### src/rtl/tube_host_initiator.sv
// Tube host-port bus initiator: turns single client commands into 6502-style
// phi2 bus cycles, polling the FIFO status register before each data access.
module tube_host_initiator #(
  parameter int HALF_PERIOD = 2,
  parameter int POLL_LIMIT  = 255
) (
  input  logic       clk,
  input  logic       h_rst_b,
  input  logic       cmd_valid,
  output logic       cmd_ready,
  input  logic [1:0] cmd_op,
  input  logic [1:0] cmd_reg,
  input  logic [7:0] cmd_wdata,
  output logic       rsp_valid,
  output logic [7:0] rsp_data,
  output logic       rsp_err,
  output logic [2:0] h_addr,
  output logic       h_cs_b,
  output logic       h_rdnw,
  output logic       h_phi2,
  output logic [7:0] h_data_out,
  output logic       h_data_oe,
  input  logic [7:0] h_data_in,
  input  logic       h_irq_b,
  output logic       irq_pending
);

  localparam int PW = $clog2(2 * HALF_PERIOD);
  localparam logic [PW-1:0] POS_LAST    = PW'(2 * HALF_PERIOD - 1);
  localparam logic [PW-1:0] POS_LOW_END = PW'(HALF_PERIOD - 1);
  localparam logic [7:0]    POLL_MAX    = 8'(POLL_LIMIT);

  localparam logic [1:0] OP_FRD = 2'b00;
  localparam logic [1:0] OP_FWR = 2'b01;
  localparam logic [1:0] OP_CTL = 2'b10;
  localparam logic [1:0] OP_STS = 2'b11;

  typedef enum logic [2:0] {
    S_IDLE = 3'd0,
    S_WAIT = 3'd1,
    S_POLL = 3'd2,
    S_XFER = 3'd3,
    S_RESP = 3'd4
  } state_t;

  typedef struct packed {
    state_t     st;
    logic [2:0] addr;
    logic       rdnw;
  } slot_t;

  // First bus cycle of a command: FIFO ops start by polling status.
  function automatic slot_t first_slot(input logic [1:0] op, input logic [1:0] rg);
    slot_t s;
    case (op)
      OP_FRD, OP_FWR: s = '{st: S_POLL, addr: {rg, 1'b0}, rdnw: 1'b1};
      OP_CTL:         s = '{st: S_XFER, addr: 3'd0, rdnw: 1'b0};
      OP_STS:         s = '{st: S_XFER, addr: {rg, 1'b0}, rdnw: 1'b1};
      default:        s = '{st: S_IDLE, addr: 3'd0, rdnw: 1'b1};
    endcase
    return s;
  endfunction

  function automatic logic fifo_ready(input logic [1:0] op, input logic [7:0] status);
    return (op == OP_FRD) ? status[7] : status[6];
  endfunction

  state_t       state_q, state_d;
  logic [PW-1:0] pos_q, pos_d;
  logic         phi2_q, phi2_d;
  logic [1:0]   op_q, op_d;
  logic [1:0]   reg_q, reg_d;
  logic [7:0]   wdata_q, wdata_d;
  logic [7:0]   poll_cnt_q, poll_cnt_d;
  logic         cmd_ready_q, cmd_ready_d;
  logic         rsp_valid_q, rsp_valid_d;
  logic [7:0]   rsp_data_q, rsp_data_d;
  logic         rsp_err_q, rsp_err_d;
  logic [2:0]   addr_q, addr_d;
  logic         cs_b_q, cs_b_d;
  logic         rdnw_q, rdnw_d;
  logic [7:0]   dout_q, dout_d;
  logic         doe_q, doe_d;
  logic         irq_s1_q, irq_s2_q;

  logic         slot_end;
  logic         accept;
  logic [7:0]   cnt_inc;
  slot_t        nxt;

  assign slot_end = (pos_q == POS_LAST);
  assign accept   = cmd_valid && cmd_ready_q;
  assign cnt_inc  = (poll_cnt_q == 8'hFF) ? 8'hFF : poll_cnt_q + 8'd1;

  // Next-state, phase and bus-pin decode
  always_comb begin
    pos_d      = slot_end ? '0 : pos_q + PW'(1);
    phi2_d     = (pos_d > POS_LOW_END);
    state_d    = state_q;
    op_d       = op_q;
    reg_d      = reg_q;
    wdata_d    = wdata_q;
    poll_cnt_d = poll_cnt_q;
    rsp_data_d = rsp_data_q;
    rsp_err_d  = rsp_err_q;
    addr_d     = addr_q;
    cs_b_d     = cs_b_q;
    rdnw_d     = rdnw_q;
    dout_d     = dout_q;
    doe_d      = doe_q;
    nxt        = first_slot(op_q, reg_q);

    // Bus goes idle at every slot boundary unless a new cycle is launched below;
    // write data is driven only while phi2 is high.
    if (slot_end) begin
      cs_b_d = 1'b1;
      rdnw_d = 1'b1;
      doe_d  = 1'b0;
    end else if ((pos_q == POS_LOW_END) && (state_q == S_XFER) && !rdnw_q) begin
      doe_d  = 1'b1;
      dout_d = wdata_q;
    end else begin
      doe_d  = doe_q;
    end

    case (state_q)
      S_IDLE, S_RESP: begin
        if (accept) begin
          op_d       = cmd_op;
          reg_d      = cmd_reg;
          wdata_d    = cmd_wdata;
          poll_cnt_d = 8'd0;
          nxt        = first_slot(cmd_op, cmd_reg);
          if (slot_end) begin
            state_d = nxt.st;
            addr_d  = nxt.addr;
            rdnw_d  = nxt.rdnw;
            cs_b_d  = 1'b0;
          end else begin
            state_d = S_WAIT;
          end
        end else begin
          state_d = S_IDLE;
        end
      end
      S_WAIT: begin
        if (slot_end) begin
          state_d = nxt.st;
          addr_d  = nxt.addr;
          rdnw_d  = nxt.rdnw;
          cs_b_d  = 1'b0;
        end else begin
          state_d = S_WAIT;
        end
      end
      S_POLL: begin
        // EVAL: status byte is tested as it is sampled, so the next slot follows directly
        if (slot_end) begin
          if (fifo_ready(op_q, h_data_in)) begin
            state_d = S_XFER;
            addr_d  = {reg_q, 1'b1};
            rdnw_d  = (op_q == OP_FRD);
            cs_b_d  = 1'b0;
          end else if (cnt_inc == POLL_MAX) begin
            poll_cnt_d = cnt_inc;
            state_d    = S_RESP;
            rsp_data_d = h_data_in;
            rsp_err_d  = 1'b1;
          end else begin
            poll_cnt_d = cnt_inc;
            state_d    = S_POLL;
            addr_d     = {reg_q, 1'b0};
            rdnw_d     = 1'b1;
            cs_b_d     = 1'b0;
          end
        end else begin
          state_d = S_POLL;
        end
      end
      S_XFER: begin
        if (slot_end) begin
          state_d   = S_RESP;
          rsp_err_d = 1'b0;
          case (op_q)
            OP_FRD, OP_STS: rsp_data_d = h_data_in;
            OP_FWR:         rsp_data_d = wdata_q;
            default:        rsp_data_d = 8'h00;
          endcase
        end else begin
          state_d = S_XFER;
        end
      end
      default: state_d = S_IDLE;
    endcase

    rsp_valid_d = (state_d == S_RESP);
    cmd_ready_d = (state_d == S_IDLE) || (state_d == S_RESP);
  end

  // Control, phase and bus-pin registers
  always_ff @(posedge clk or negedge h_rst_b) begin
    if (!h_rst_b) begin
      state_q     <= S_IDLE;
      pos_q       <= '0;
      phi2_q      <= 1'b0;
      op_q        <= 2'b00;
      reg_q       <= 2'b00;
      wdata_q     <= 8'h00;
      poll_cnt_q  <= 8'h00;
      cmd_ready_q <= 1'b0;
      rsp_valid_q <= 1'b0;
      rsp_data_q  <= 8'h00;
      rsp_err_q   <= 1'b0;
      addr_q      <= 3'd0;
      cs_b_q      <= 1'b1;
      rdnw_q      <= 1'b1;
      dout_q      <= 8'h00;
      doe_q       <= 1'b0;
    end else begin
      state_q     <= state_d;
      pos_q       <= pos_d;
      phi2_q      <= phi2_d;
      op_q        <= op_d;
      reg_q       <= reg_d;
      wdata_q     <= wdata_d;
      poll_cnt_q  <= poll_cnt_d;
      cmd_ready_q <= cmd_ready_d;
      rsp_valid_q <= rsp_valid_d;
      rsp_data_q  <= rsp_data_d;
      rsp_err_q   <= rsp_err_d;
      addr_q      <= addr_d;
      cs_b_q      <= cs_b_d;
      rdnw_q      <= rdnw_d;
      dout_q      <= dout_d;
      doe_q       <= doe_d;
    end
  end

  // Two-flop synchroniser for the open-drain host interrupt
  always_ff @(posedge clk or negedge h_rst_b) begin
    if (!h_rst_b) begin
      irq_s1_q <= 1'b0;
      irq_s2_q <= 1'b0;
    end else begin
      irq_s1_q <= ~h_irq_b;
      irq_s2_q <= irq_s1_q;
    end
  end

  assign cmd_ready   = cmd_ready_q;
  assign rsp_valid   = rsp_valid_q;
  assign rsp_data    = rsp_data_q;
  assign rsp_err     = rsp_err_q;
  assign h_addr      = addr_q;
  assign h_cs_b      = cs_b_q;
  assign h_rdnw      = rdnw_q;
  assign h_phi2      = phi2_q;
  assign h_data_out  = dout_q;
  assign h_data_oe   = doe_q;
  assign irq_pending = irq_s2_q;

endmodule

### config.mk
export PLATFORM = sky130hd
export DESIGN_NAME = tube_host_initiator
export DESIGN_NICKNAME = d
export VERILOG_FILES = /design/src/rtl/tube_host_initiator.sv
export SDC_FILE = /design/constraint.sdc
export NUM_CORES = 1
export LEC_CHECK = 0
export CAP_MARGIN = 20
export CORE_MARGIN = 10
export CORE_UTILIZATION = 54
export CTS_BUF_LIST = sky130_fd_sc_hd__clkbuf_8
export DETAILED_ROUTE_END_ITERATION = 10
export PLACE_DENSITY = 0.83
export SYNTH_ARGS = -nofsm -noshare
export SYNTH_HDL_FRONTEND = slang
export SYNTH_SLANG_ARGS = --single-unit
### constraint.sdc
create_clock -name clk -period 4.7 [get_ports clk]
set_clock_uncertainty 0.05 [all_clocks]
set_input_delay 0.94 -clock clk [delete_from_list [all_inputs] [get_ports clk]]
set_output_delay 0.94 -clock clk [all_outputs]
set_load 0.02 [all_outputs]
Yosys cells after proc, flatten, opt, wreduce, memory -nomap -nowiden

Cells that the tools add are included.

Bits in registers: 53
Input bits: 24
Output and inout bits: 27
Word-level logic and storage cells: 120

$add $sub $neg: 2
Magnitude comparators: 1
Equal/unequal tests: 23
Muxes and demuxes: 52
Bitwise gates (word level): 2
Reductions and logical operators: 22

Operators with widths:

| kind                                                            | count |
|---|---|
| 8-bit two-way mux                                               | 8 |
| 8-bit one-hot mux with 2 select lines                           | 3 |
| 7-bit one-hot mux with 3 select lines                           | 2 |
| 3-bit two-way mux                                               | 13 |
| 1-bit two-way mux                                               | 20 |
| 8-bit == test, second input constant                            | 2 |
| 2-bit inequality test, second input constant                    | 7 |
| 3-bit one-hot mux with 4 select lines                           | 1 |
| 2-bit == test, second input constant                            | 5 |
| 3-bit one-hot mux with 3 select lines                           | 1 |
| 8-bit by 1-bit adder with 8-bit output, second input constant   | 1 |
| 2-bit OR reduction                                              | 4 |
| 2-bit by 1-bit == test with 1-bit output, second input constant | 3 |
| 3-bit by 2-bit == test with 1-bit output, second input constant | 2 |
| 3-bit == test, second input constant                            | 2 |
| 3-bit logical NOT                                               | 2 |
| 1-bit one-hot mux with 3 select lines                           | 2 |
| 6-bit AND reduction                                             | 1 |
| 2-bit nonzero test                                              | 3 |
| 5-bit AND reduction                                             | 1 |
| 2-bit logical NOT                                               | 2 |
| 2-bit AND reduction                                             | 2 |
| 4-bit AND reduction                                             | 1 |
| 3-bit by 1-bit == test with 1-bit output, second input constant | 1 |
| other kinds (10)                                                | 13 |

Longest topological paths before layout

Depth after elaboration: 9
Depth in mapped cells: 7
Depth with buffers taken out: 7

Worst setup path before layout

No wires, ideal clock.

Path type: input to register
Start point: input port h_data_in[7]
End point: register rsp_data_q[0] (netlist: rsp_data[0])
Library setup time: 125 ps
Arrival time: 2068 ps
Required time: 4525 ps
Slack: 2457 ps
Stages on the path: 5
Buffers on the path: 1
Cell sequence: mux2i_1 and3_1 buf_6 a32oi_4 mux2_2

Cells in the longest elaborated chain, start to end: 3

RTL lines:

| item                                   | line | text |
|---|---|---|
| start, declared                        | 23   | `input logic [7:0] h_data_in,` |
| 1-bit two-way mux                      | 65   | `return (op == OP_FRD) ? status[7] : status[6];` |
| 2-bit inequality test (no source line) | n/a  |  |
| 5-bit AND reduction (no source line)   | n/a  |  |
| end signal, assigned                   | 229  | `rsp_data_q <= rsp_data_d;` |
| end, declared                          | 77   | `logic [7:0] rsp_data_q, rsp_data_d;` |

No other way between the ends.
A chain may end at the register's enable or synchronous reset.

Worst setup path after layout

Start point: input port h_data_in[6]
End point: register rsp_data_q[4] (netlist: rsp_data[4])

The elaborated chain is that of the path after synthesis.

==> metrics.csv <==
stage;metric;value;unit
setup_path;Worst path top cell family by delay;multiplexers;
synth;syn_area_per_cell;10.71;um2
clock_network;CTS Buf Count;5;
die;Initial Util;56.77;%
finish;area occupied by registers;0.001304;mm2
synth;top cells by area, synth;dfrtp_1 50%, mux2_2 7.2%, nand2_1 5.1%;
global_route;total track usage;15.46;%
place;placed cells;330;
finish;Ant. Diodes;0;
routing;Routed Antenna Nets;0;
setup_path;crit-path cells;clkdlybuf4s50_1, mux2i_1, and3_1, a32oi_4, mux2_2;
finish;most frequent cells in the layout;50 x dfrtp_1, 49 x clkdlybuf4s50_1, 34 x nand2_1, 16 x mux2_2, 14 x inv_1;
run_status;status;complete, no violations;
synth;top-area cell type share of the netlist area;49.93;%
finish;Finished Layout Cells;338;
timing;Max Fclk;386.4;MHz
routing;drt total wl;5.720;mm
place;dpl ws;1.795;ns
timing;Final Worst Setup Slack;2.112;ns
timing;fin. max-slew vios;0;
clock_network;Setup Buffers After CTS;0;
routing;Vias/cell;5.648;
die;Die ar.;0.007766;mm2
pwr;sequential power share;42.1;%
place;Cell Area, Placed;0.003043;mm2
place;buffers added on ports;50;
pwr;leakage power;1.402;nW
pwr;sw frac;38.18;%
finish;final instance area;0.003128;mm2
clock_network;# hold bufs at CTS;0;
synth;synthesized instance count;234;
global_route;first-pass GRT wire length;9.487;mm
setup_path;slowest stage delay, CP;0.50;ns
pwr;logic gate share of total power;43.8;%
setup_path;CP max stage cell;clkdlybuf4s50_1;
finish;fin nets;316;
pwr;clock share of power;14.1;%
synth;syn nets;265;
clock_network;post-CTS sizing;0;
routing;Iteration-0 DRC Markers;100;
clock_network;Max H-tree Level;2;
setup_path;startpoint types;input port;
place;DP HPWL;4.193;mm
die;total core area;0.004414;mm2
place;RePlAce Congestion;0.8183;
clock_network;CTS Sinks;52;
clock_network;clk_lat worst skew;0.31;ns
pwr;maximum vdd drop;386.3;uV
job;MaxCap Viol Count;0;
synth;post-synthesis sequential area ratio;52.02;%
finish;Filler cells;327;
timing;RSZ-0062 raised after global routing;no;
clock_network;Max Root-Sink Buffers;2;
global_route;grt ovf;0;
global_route;largest net degree at the start of global routing;53;
clock_network;TritonCTS clock tree;built;
clock_network;CTS clock-pin slew for the worst setup and hold paths;0.09;ns
pwr;Pwr Total;1.755;mW
setup_path;CP arrival;2.73;ns
timing;final setup violation count;0;
pwr;Psw;669.8;uW
clock_network;Root Driver;clkbuf_8;
finish;layout cells sized above 1;11.89;%
setup_path;Crit path required time;4.85;ns
setup_path;CP endpoint kind;flip-flop;
die;I/O Pins;51;
timing;Relative slew margins;55.13;%
finish;utilization after layout;70.86;%
setup_path;Setup CP Type;in -> reg;
die;Horiz. Die Dim;88.13;um
routing;DR vias;1909;
routing;WL/cell;16.92;um
global_route;initial antenna violation count;0;
synth;Async SR Flop Fraction;100.0;%
setup_path;worst path bufs/invs;1;
routing;drt first pass iters;4;
global_route;vias in the first global route;1983;
timing;min Tclk post-route;2.588;ns
synth;Post-synth EDFFs;0;
pwr;Int Power;1.085;mW
finish;commonest non-fill, non-tap cell in the layout;dfrtp_1;
synth;synthesis-stage register bit count;52;
timing;Hold WS;0.3069;ns
pwr;P per Cell Area;560.9;mW/mm2
synth;Synth Warn #;0;
synth;Post-Syn Area;0.002506;mm2
routing;DRC viols;0;
timing;Hold Vio Cnt, Final;0;
timing;Final Cycle Share;55.06;%
timing;Least-Margin Pin Slew;0.6730;ns
die;Die H;88.13;um
timing;setup_tns;0;ns
finish;area of the multi-input gates;0.001115;mm2
min_path;worst hold path class;reg -> reg;
die;row count;24;
synth;Synth cell types;46;
finish;Syn-to-layout area delta;24.81;%
synth;ys flop type;dfrtp_1;
setup_path;Worst Path Max Fanout;10;
synth;cell taking the most area after synthesis;dfrtp_1;
==> worst paths after layout <==
kind | start | depth (start not counted) | endpoint | slack [ns]
min in group asynchronous | h_rst_b | 2 | irq_pending | 0.68
max in group asynchronous | h_rst_b | 2 | wdata_q[4] | 3.48
setup reg to reg | op_q[0] | 6 | rsp_data[6] | 2.42
setup / recovery | h_data_in[6] | 5 | rsp_data[4] | 2.11
hold reg to reg | irq_s1_q | 0 | irq_pending | 0.31
hold / removal | irq_s1_q | 0 | irq_pending | 0.31
==> power groups by stage <==
| stage | clock network (mW) | logic, mW | registers [mW] |
|---|---|---|---|
| after floorplan | 0 | 0.391 | 0.813 |
| after global placement | 0 | 0.761 | 0.740 |
| after detailed placement | 0 | 0.770 | 0.746 |
| after CTS | 0.259 | 0.775 | 0.739 |
| after global routing | 0.274 | 0.848 | 0.760 |
| final | 0.247 | 0.768 | 0.739 |
==> logic make-up (layout without fill, tap and decap cells) <==
group	count (synthesis)	count (layout)	share of synthesized area, %
compound gates	52	52	15.73
simple gates	82	82	16.38
buf+inv	21	73	3.495
flops	52	52	52.02
fa+ha+maj	7	7	3.495
mux	20	20	8.887
==> synth_stat cells, drive strengths merged (4+ instances only) <==
| master | number |
|---|---|
| nor2 | 11 |
| nand3 | 5 |
| nor2b | 5 |
| mux2 | 18 |
| a22oi | 5 |
| o2bb2ai | 5 |
| nand2 | 34 |
| a21oi | 12 |
| nand2b | 6 |
| dfrtp | 50 |
| nor3 | 6 |
| o21ai | 8 |
| buf | 4 |
| clkbuf | 4 |
| ha | 7 |
| inv | 13 |
==> per-layer routing <==
metal	vias up	global-route usage [%]	share of wire (%)
met5	-	0	0
met4	0	5.849	1.5
met2	61	24.14	46
met1	904	19.09	45
met3	7	5.757	7.6
li1	937	-	-
==> area by class of cell <==
cell class | instances | area share (%)
multi-input cells | 161 | 35.64
inverters | 13 | 1.560
repair buffers | 52 | 16.32
clock inverters | 3 | 0.5200
well taps | 52 | 2.080
clock buffers | 5 | 2.200
flip-flops and latches | 52 | 41.68
==> sequential cells by signal, indices dropped and copies added, names as in the netlist <==
| name | flops |
|---|---|
| h_rdnw | 1 |
| irq_pending | 1 |
| rsp_err | 1 |
| state_q | 3 |
| h_data_out | 8 |
| h_addr | 3 |
| h_data_oe | 1 |
| irq_s1_q | 1 |
| rsp_data | 8 |
| rsp_valid | 1 |
| poll_cnt_q | 8 |
| h_cs_b | 1 |
| reg_q | 2 |
| wdata_q | 8 |
| h_phi2 | 1 |
| cmd_ready | 1 |
| pos_q | 1 |
| op_q | 2 |
No activity file was read; power rests on OpenSTA's default activity.
